[src/rtl/operand_issue_stage.sv]
// ID->EX operand stage: GPR file with WB write-through, rt/immediate select, ID/EX register.
// Optional macro FORWARD_EX_EN adds EX->EX forwarding of alu_result into the operand reads.

// One GPR read port. Reg 0 reads as zero, and a same-cycle WB write to src wins over the array.
module operand_issue_read #(
  parameter int DATA_W = 32,
  parameter int ADDR_W = 5
) (
  input  logic [ADDR_W-1:0] src,
  input  logic [DATA_W-1:0] gpr_val,
  input  logic              wb_en,
  input  logic [ADDR_W-1:0] wb_addr,
  input  logic [DATA_W-1:0] wb_data,
  output logic [DATA_W-1:0] val
);
  always_comb begin
    val = gpr_val;
    if (src == '0)                      val = '0;
    else if (wb_en && (wb_addr == src)) val = wb_data;
  end
endmodule

module operand_issue_stage #(
  parameter int DATA_W = 32,
  parameter int ADDR_W = 5
) (
  input  logic              clk,
  input  logic              rst_n,
  input  logic              in_valid,
  input  logic              stall,
  input  logic              flush,
  input  logic [ADDR_W-1:0] rs_addr,
  input  logic [ADDR_W-1:0] rt_addr,
  input  logic [15:0]       imm16,
  input  logic              use_imm,
  input  logic              sign_ext,
  input  logic [2:0]        alu_op,
  input  logic [ADDR_W-1:0] dst_addr,
  input  logic              reg_write,
  input  logic              wb_en,
  input  logic [ADDR_W-1:0] wb_addr,
  input  logic [DATA_W-1:0] wb_data,
  input  logic [DATA_W-1:0] alu_result,
  output logic              ex_valid,
  output logic [DATA_W-1:0] ex_a,
  output logic [DATA_W-1:0] ex_b,
  output logic [2:0]        ex_alu_ctr,
  output logic [ADDR_W-1:0] ex_dst,
  output logic              ex_reg_write
);
  localparam int NREG    = 1 << ADDR_W;
  localparam int NUM_SRC = 2;  // port 0 = rs (A), port 1 = rt (B)

  typedef struct packed {
    logic [DATA_W-1:0] a;
    logic [DATA_W-1:0] b;
    logic [2:0]        alu_ctr;
    logic [ADDR_W-1:0] dst;
  } idex_t;

  logic [NREG-1:0][DATA_W-1:0]    gpr;
  logic [NUM_SRC-1:0][ADDR_W-1:0] src_addr;
  logic [NUM_SRC-1:0][DATA_W-1:0] rd_val;
  logic [NUM_SRC-1:0][DATA_W-1:0] src_val;
  logic [DATA_W-1:0]              imm_ext;
  idex_t                          ex_d, ex_q;
  logic                           vld_q, rw_q;

  // Entry 0 is never written, so it stays at its reset value of zero.
  always_ff @(posedge clk or negedge rst_n) begin
    if (!rst_n)                         gpr <= '0;
    else if (wb_en && (wb_addr != '0)) gpr[wb_addr] <= wb_data;
  end

  assign src_addr = {rt_addr, rs_addr};

  generate
    for (genvar g = 0; g < NUM_SRC; g++) begin : g_src
      operand_issue_read #(.DATA_W(DATA_W), .ADDR_W(ADDR_W)) u_rd (
        .src     (src_addr[g]),
        .gpr_val (gpr[src_addr[g]]),
        .wb_en   (wb_en),
        .wb_addr (wb_addr),
        .wb_data (wb_data),
        .val     (rd_val[g])
      );
`ifdef FORWARD_EX_EN
      // The instruction sitting in ID/EX is newer than anything in WB, so its result wins.
      assign src_val[g] = (vld_q && rw_q && (ex_q.dst != '0) && (ex_q.dst == src_addr[g]))
                          ? alu_result : rd_val[g];
`else
      assign src_val[g] = rd_val[g];
`endif
    end
  endgenerate

`ifndef FORWARD_EX_EN
  logic unused_alu_result;
  assign unused_alu_result = ^alu_result;
`endif

  assign imm_ext = sign_ext ? {{(DATA_W-16){imm16[15]}}, imm16} : {{(DATA_W-16){1'b0}}, imm16};

  always_comb begin
    ex_d         = '0;
    ex_d.a       = src_val[0];
    ex_d.b       = use_imm ? imm_ext : src_val[1];
    ex_d.alu_ctr = alu_op;
    ex_d.dst     = dst_addr;
  end

  // flush > stall > load; a flush leaves the data fields as they were.
  always_ff @(posedge clk or negedge rst_n) begin
    if (!rst_n) begin
      vld_q <= 1'b0;
      rw_q  <= 1'b0;
      ex_q  <= '{a: '0, b: '0, alu_ctr: 3'b010, dst: '0};
    end else if (flush) begin
      vld_q <= 1'b0;
      rw_q  <= 1'b0;
    end else if (!stall) begin
      vld_q <= in_valid;
      rw_q  <= reg_write & in_valid;
      ex_q  <= ex_d;
    end
  end

  assign ex_valid     = vld_q;
  assign ex_reg_write = rw_q;
  assign ex_a         = ex_q.a;
  assign ex_b         = ex_q.b;
  assign ex_alu_ctr   = ex_q.alu_ctr;
  assign ex_dst       = ex_q.dst;
endmodule

[config.mk]
export PLATFORM = sky130hd
export DESIGN_NAME = operand_issue_stage
export DESIGN_NICKNAME = d
export VERILOG_FILES = /design/src/rtl/operand_issue_stage.sv
export SDC_FILE = /design/constraint.sdc
export NUM_CORES = 2
export LEC_CHECK = 0
export CORE_ASPECT_RATIO = 2
export CORE_MARGIN = 2
export CORE_UTILIZATION = 30
export DETAILED_ROUTE_END_ITERATION = 10
export REMOVE_ABC_BUFFERS = 1
export SLEW_MARGIN = 25
export SYNTH_ARGS = -nofsm -noshare
export SYNTH_HDL_FRONTEND = slang
export SYNTH_SLANG_ARGS = --single-unit
[constraint.sdc]
create_clock -name clk -period 4.1 [get_ports clk]
set_input_delay 0.82 -clock clk [delete_from_list [all_inputs] [get_ports clk]]
set_output_delay 0.82 -clock clk [all_outputs]
set_load 0.005 [all_outputs]
==> impl_metrics.json <==
{
  "yosys.cell_types.count": 49,
  "ff2ff_setup_slack_ns": 1.88,
  "worst-slew-pin-transition_ns": 0.9707,
  "cts_made_buffers": 106,
  "detail_route.first_pass.iterations": 6,
  "grt_max_degree": 89,
  "htreeDepth": 3,
  "cpLargestDelayFamily": "buffers and inverters",
  "grt_usage_pct": 18.70,
  "die_area_um2": 195200,
  "detailedRoute.firstIterationViolations": 3320,
  "worst_skew_pair.late_latency_ns": 0.74,
  "clkSlewWorstSetupHoldPaths_ns": 0.07,
  "cp.required_ns": 4.68,
  "worst_r2r_start": "gpr[182]",
  "crit_path_max_fanout": 14,
  "startpoint_type": "input pin",
  "irDropWorstVdd_mv": 0.3538,
  "first_global_vias": 38950,
  "multi_input_area_um2": 28280,
  "share_clk_of_total_power_pct": 33.6,
  "num-fill-cells": 18106,
  "antenna_violating_nets_post_route": 0,
  "deepest_clock_path_buffer_count": 3,
  "cts_root_buffer": "sky130_fd_sc_hd__clkbuf_16",
  "grt_pass1_wl_um": 272400,
  "pwr_density_cell_nw_per_um2": 474.4,
  "final_nets": 3947,
  "place.port_buffers": 153,
  "number_of_instances_resized_during_post_cts_repair": 0,
  "hold_buffer_count_at_cts": 0,
  "rows": 227,
  "clock_sinks": 1098,
  "finalWirelength_um": 183700,
  "core_area_um2": 190600,
  "num_io_pins": 186,
  "synth_ff_type": "sky130_fd_sc_hd__dfrtp_1",
  "timing.critical_path.to_type": "register",
  "layout-drive-gt1-share_pct": 50.76,
  "vias_post_dr": 36718,
  "die_h_um": 622.8,
  "synth.ff_latch_count": 1098,
  "areaGrowthSynthToFinish_pct": 15.39,
  "postPlaceCellArea_um2": 62620,
  "place.gp.congestion": 0.8063,
  "post_synth_edffs": 0,
  "setup_viol": 0,
  "vias_per_cell": 5.701,
  "register_area_um2": 27480,
  "maxCapViolations": 0,
  "cpMaxStageDelayCell": "sky130_fd_sc_hd__clkdlybuf4s50_1",
  "worst_slack_ns": 1.135,
  "finalWorstPathRequiredPeriod_ns": 2.965,
  "tritoncts": "done",
  "worst-r2r-cell-count": 6,
  "power.share.sequential_pct": 45.9,
  "final_area_um2": 66270,
  "p_int_mw": 22.88,
  "proportion_of_total_power_due_to_net_switching_pct": 27.22,
  "die_width_um": 313.4,
  "type_of_the_worst_min_delay_path": "in -> async",
  "dpl_worst_slack_ns": 0.4543,
  "status": "finished clean",
  "yosysWarningCount": 0,
  "syn-instance-count": 3817,
  "ys_async_sr_fraction_pct": 100.0,
  "slew_headroom_pct": 35.29,
  "final_hold_viol_count": 0,
  "grt_overflow": 0,
  "power.net_switching_mw": 8.556,
  "insertedDiodeCount": 0,
  "critical-path-max-stage-delay_ns": 0.76,
  "rsz0062_at_grt": "no",
  "setup.worst_path.class": "in -> reg",
  "dp_hpwl_um": 108000,
  "slew_violations": 0,
  "maxClockFrequency_mhz": 337.3,
  "syn-mean-instance-area_um2": 15.05,
  "critical_path_arrival_ns": 3.54,
  "critical_path_buf_inv_count": 2,
  "initial_core_util_pct": 30.13,
  "wl_per_cell_um": 28.52,
  "antenna_violations_before_repair": 11,
  "postCtsSetupRepairBufs": 0,
  "combinationalPowerShare_pct": 20.5,
  "p_leak_nw": 27.79,
  "fin_worst_skew_ns": 0.06364,
  "synth-seq-area-share_pct": 47.85,
  "crit-reg2reg-capture": "ex_b[22]",
  "timing.critical_path.cells": "clkdlybuf4s50_1 -> xnor2_1 -> nand4_1 -> nor3_4 -> or4_1 -> buf_4 -> o22ai_1 -> o32a_1",
  "period_share_pct": 72.31,
  "post-route-drc-count": 0,
  "synth_area_um2": 57430
}
[worst reg2reg max path, delay by kind of cell, from the launching register on]
kind | cells | cell delay (ns)
multiplexers | 1 | 0.48
AND/OR/NAND/NOR | 1 | 0.17
AO/OA/AOI/OAI | 4 | 1.04
flip-flops | 1 | 0.40
[power groups by stage]
stage               logic (mW)  registers (mW)  clock network, mW
floorplan                 4.34            14.0                  0
global placement          6.29            14.4                  0
detailed placement        6.45            14.6                  0
CTS                       6.48            14.4               10.8
global route              6.88            14.7               11.2
finish                    6.44            14.4               10.6
[how the worst max path moves through the flow]
stage | startpoint | end | slack, ns | cells after the start
6_report | wb_addr[4] | ex_b[6] | 1.14 | 8
5_1_grt | wb_addr[4] | ex_b[6] | 1.13 | 8
4_1_cts | rs_addr[0] | ex_a[30] | 1.26 | 6
3_5_place_dp | rs_addr[0] | ex_a[31] | 0.45 | 6
3_3_place_gp | rs_addr[0] | ex_a[27] | 0.46 | 6
2_1_floorplan | flush | ex_a[22] | -0.54 | 5
[placed cells by master (no fill, tap or decap), types with 62 or more instances in the layout]
cell,Yosys,final
sky130_fd_sc_hd__dfrtp_1,1097,1097
sky130_fd_sc_hd__mux2_2,1017,1017
sky130_fd_sc_hd__mux4_2,519,519
sky130_fd_sc_hd__nand2_1,186,171
sky130_fd_sc_hd__mux2i_1,133,133
sky130_fd_sc_hd__buf_4,17,126
sky130_fd_sc_hd__clkdlybuf4s50_1,0,111
sky130_fd_sc_hd__clkbuf_16,0,106
sky130_fd_sc_hd__a21oi_1,80,80
sky130_fd_sc_hd__buf_12,0,62
[routing by layer]
layer  up-vias  GRT usage (%)  part of all wire (%)  routed length, um
met1     19945          25.18                    41              75540
li1      14803              -                     -                  -
met3       375          3.731                   7.9              14440
met2      1579          30.25                    48              87460
met5         -              0                 0.060                110
met4        16          5.957                   3.3               6118
[synthesized netlist by cell type (8+ instances only)]
| cell type | count | area (um^2) |
|---|---|---|
| sky130_fd_sc_hd__and2_1 | 8 | 50.05 |
| sky130_fd_sc_hd__a21oi_1 | 80 | 400.4 |
| sky130_fd_sc_hd__mux2i_1 | 133 | 1331 |
| sky130_fd_sc_hd__mux2_2 | 1017 | 11450 |
| sky130_fd_sc_hd__buf_4 | 17 | 127.6 |
| sky130_fd_sc_hd__a222oi_1 | 32 | 320.3 |
| sky130_fd_sc_hd__a22oi_1 | 17 | 127.6 |
| sky130_fd_sc_hd__o221ai_1 | 12 | 105.1 |
| sky130_fd_sc_hd__o32a_1 | 15 | 150.1 |
| sky130_fd_sc_hd__a211o_1 | 15 | 131.4 |
| sky130_fd_sc_hd__nor2_1 | 40 | 150.1 |
| sky130_fd_sc_hd__buf_1 | 63 | 236.5 |
| sky130_fd_sc_hd__o21ai_1 | 12 | 60.06 |
| sky130_fd_sc_hd__nand2_1 | 186 | 698.2 |
| sky130_fd_sc_hd__o22ai_1 | 15 | 93.84 |
| sky130_fd_sc_hd__a221oi_1 | 33 | 289.0 |
| sky130_fd_sc_hd__a31oi_1 | 22 | 137.6 |
| sky130_fd_sc_hd__nand4_1 | 16 | 100.1 |
| sky130_fd_sc_hd__o21ai_0 | 33 | 165.2 |
| sky130_fd_sc_hd__buf_2 | 66 | 330.3 |
| sky130_fd_sc_hd__clkbuf_1 | 271 | 1017 |
| sky130_fd_sc_hd__a211oi_1 | 19 | 142.6 |
| sky130_fd_sc_hd__dfrtp_1 | 1097 | 27450 |
| sky130_fd_sc_hd__mux4_2 | 519 | 11690 |
| sky130_fd_sc_hd__buf_6 | 14 | 157.7 |
[cells by family after synthesis]
family,after synthesis,share of synthesized area [%]
AOI/OAI and AO/OA,321,3.965
xor gates and xnor gates,10,0.1525
buffers and inverters,433,3.268
DFF,1098,47.85
muxes,1669,42.61
and+or+nand+nor,286,2.155
[layout make-up]
| class | instances | share of cell area, % |
|---|---|---|
| Clock inverter | 45 | 0.9497 |
| Timing Repair Buffer | 341 | 5.426 |
| Sequential cell | 1098 | 41.46 |
| Clock buffer | 150 | 4.720 |
| Multi-Input combinational cell | 2286 | 42.67 |
| Inverter | 2 | 0.01133 |
| Tap cell | 2519 | 4.756 |
[registers in the layout, summed over array words and instances, names as in the netlist]
signal,cells
ex_a,32
ex_alu_ctr,3
ex_b,32
ex_dst,5
ex_reg_write,1
ex_valid,1
gpr,1024
[through the flow]
stage	std cells	setup TNS [ns]	hold WS, ns	total power, mW	utilization (%)
5_1_grt	6441	0	0.1203	32.80	34.77
4_1_cts	6440	0	0.07422	31.66	34.83
2_1_floorplan	3386	-14.16	0.3653	18.36	-
3_3_place_gp	6245	0	0.3763	20.67	32.87
6_report	6441	0	0.09496	31.44	34.77
3_5_place_dp	6245	0	0.3836	21.05	32.86
Power figures use the tool's default switching activity.
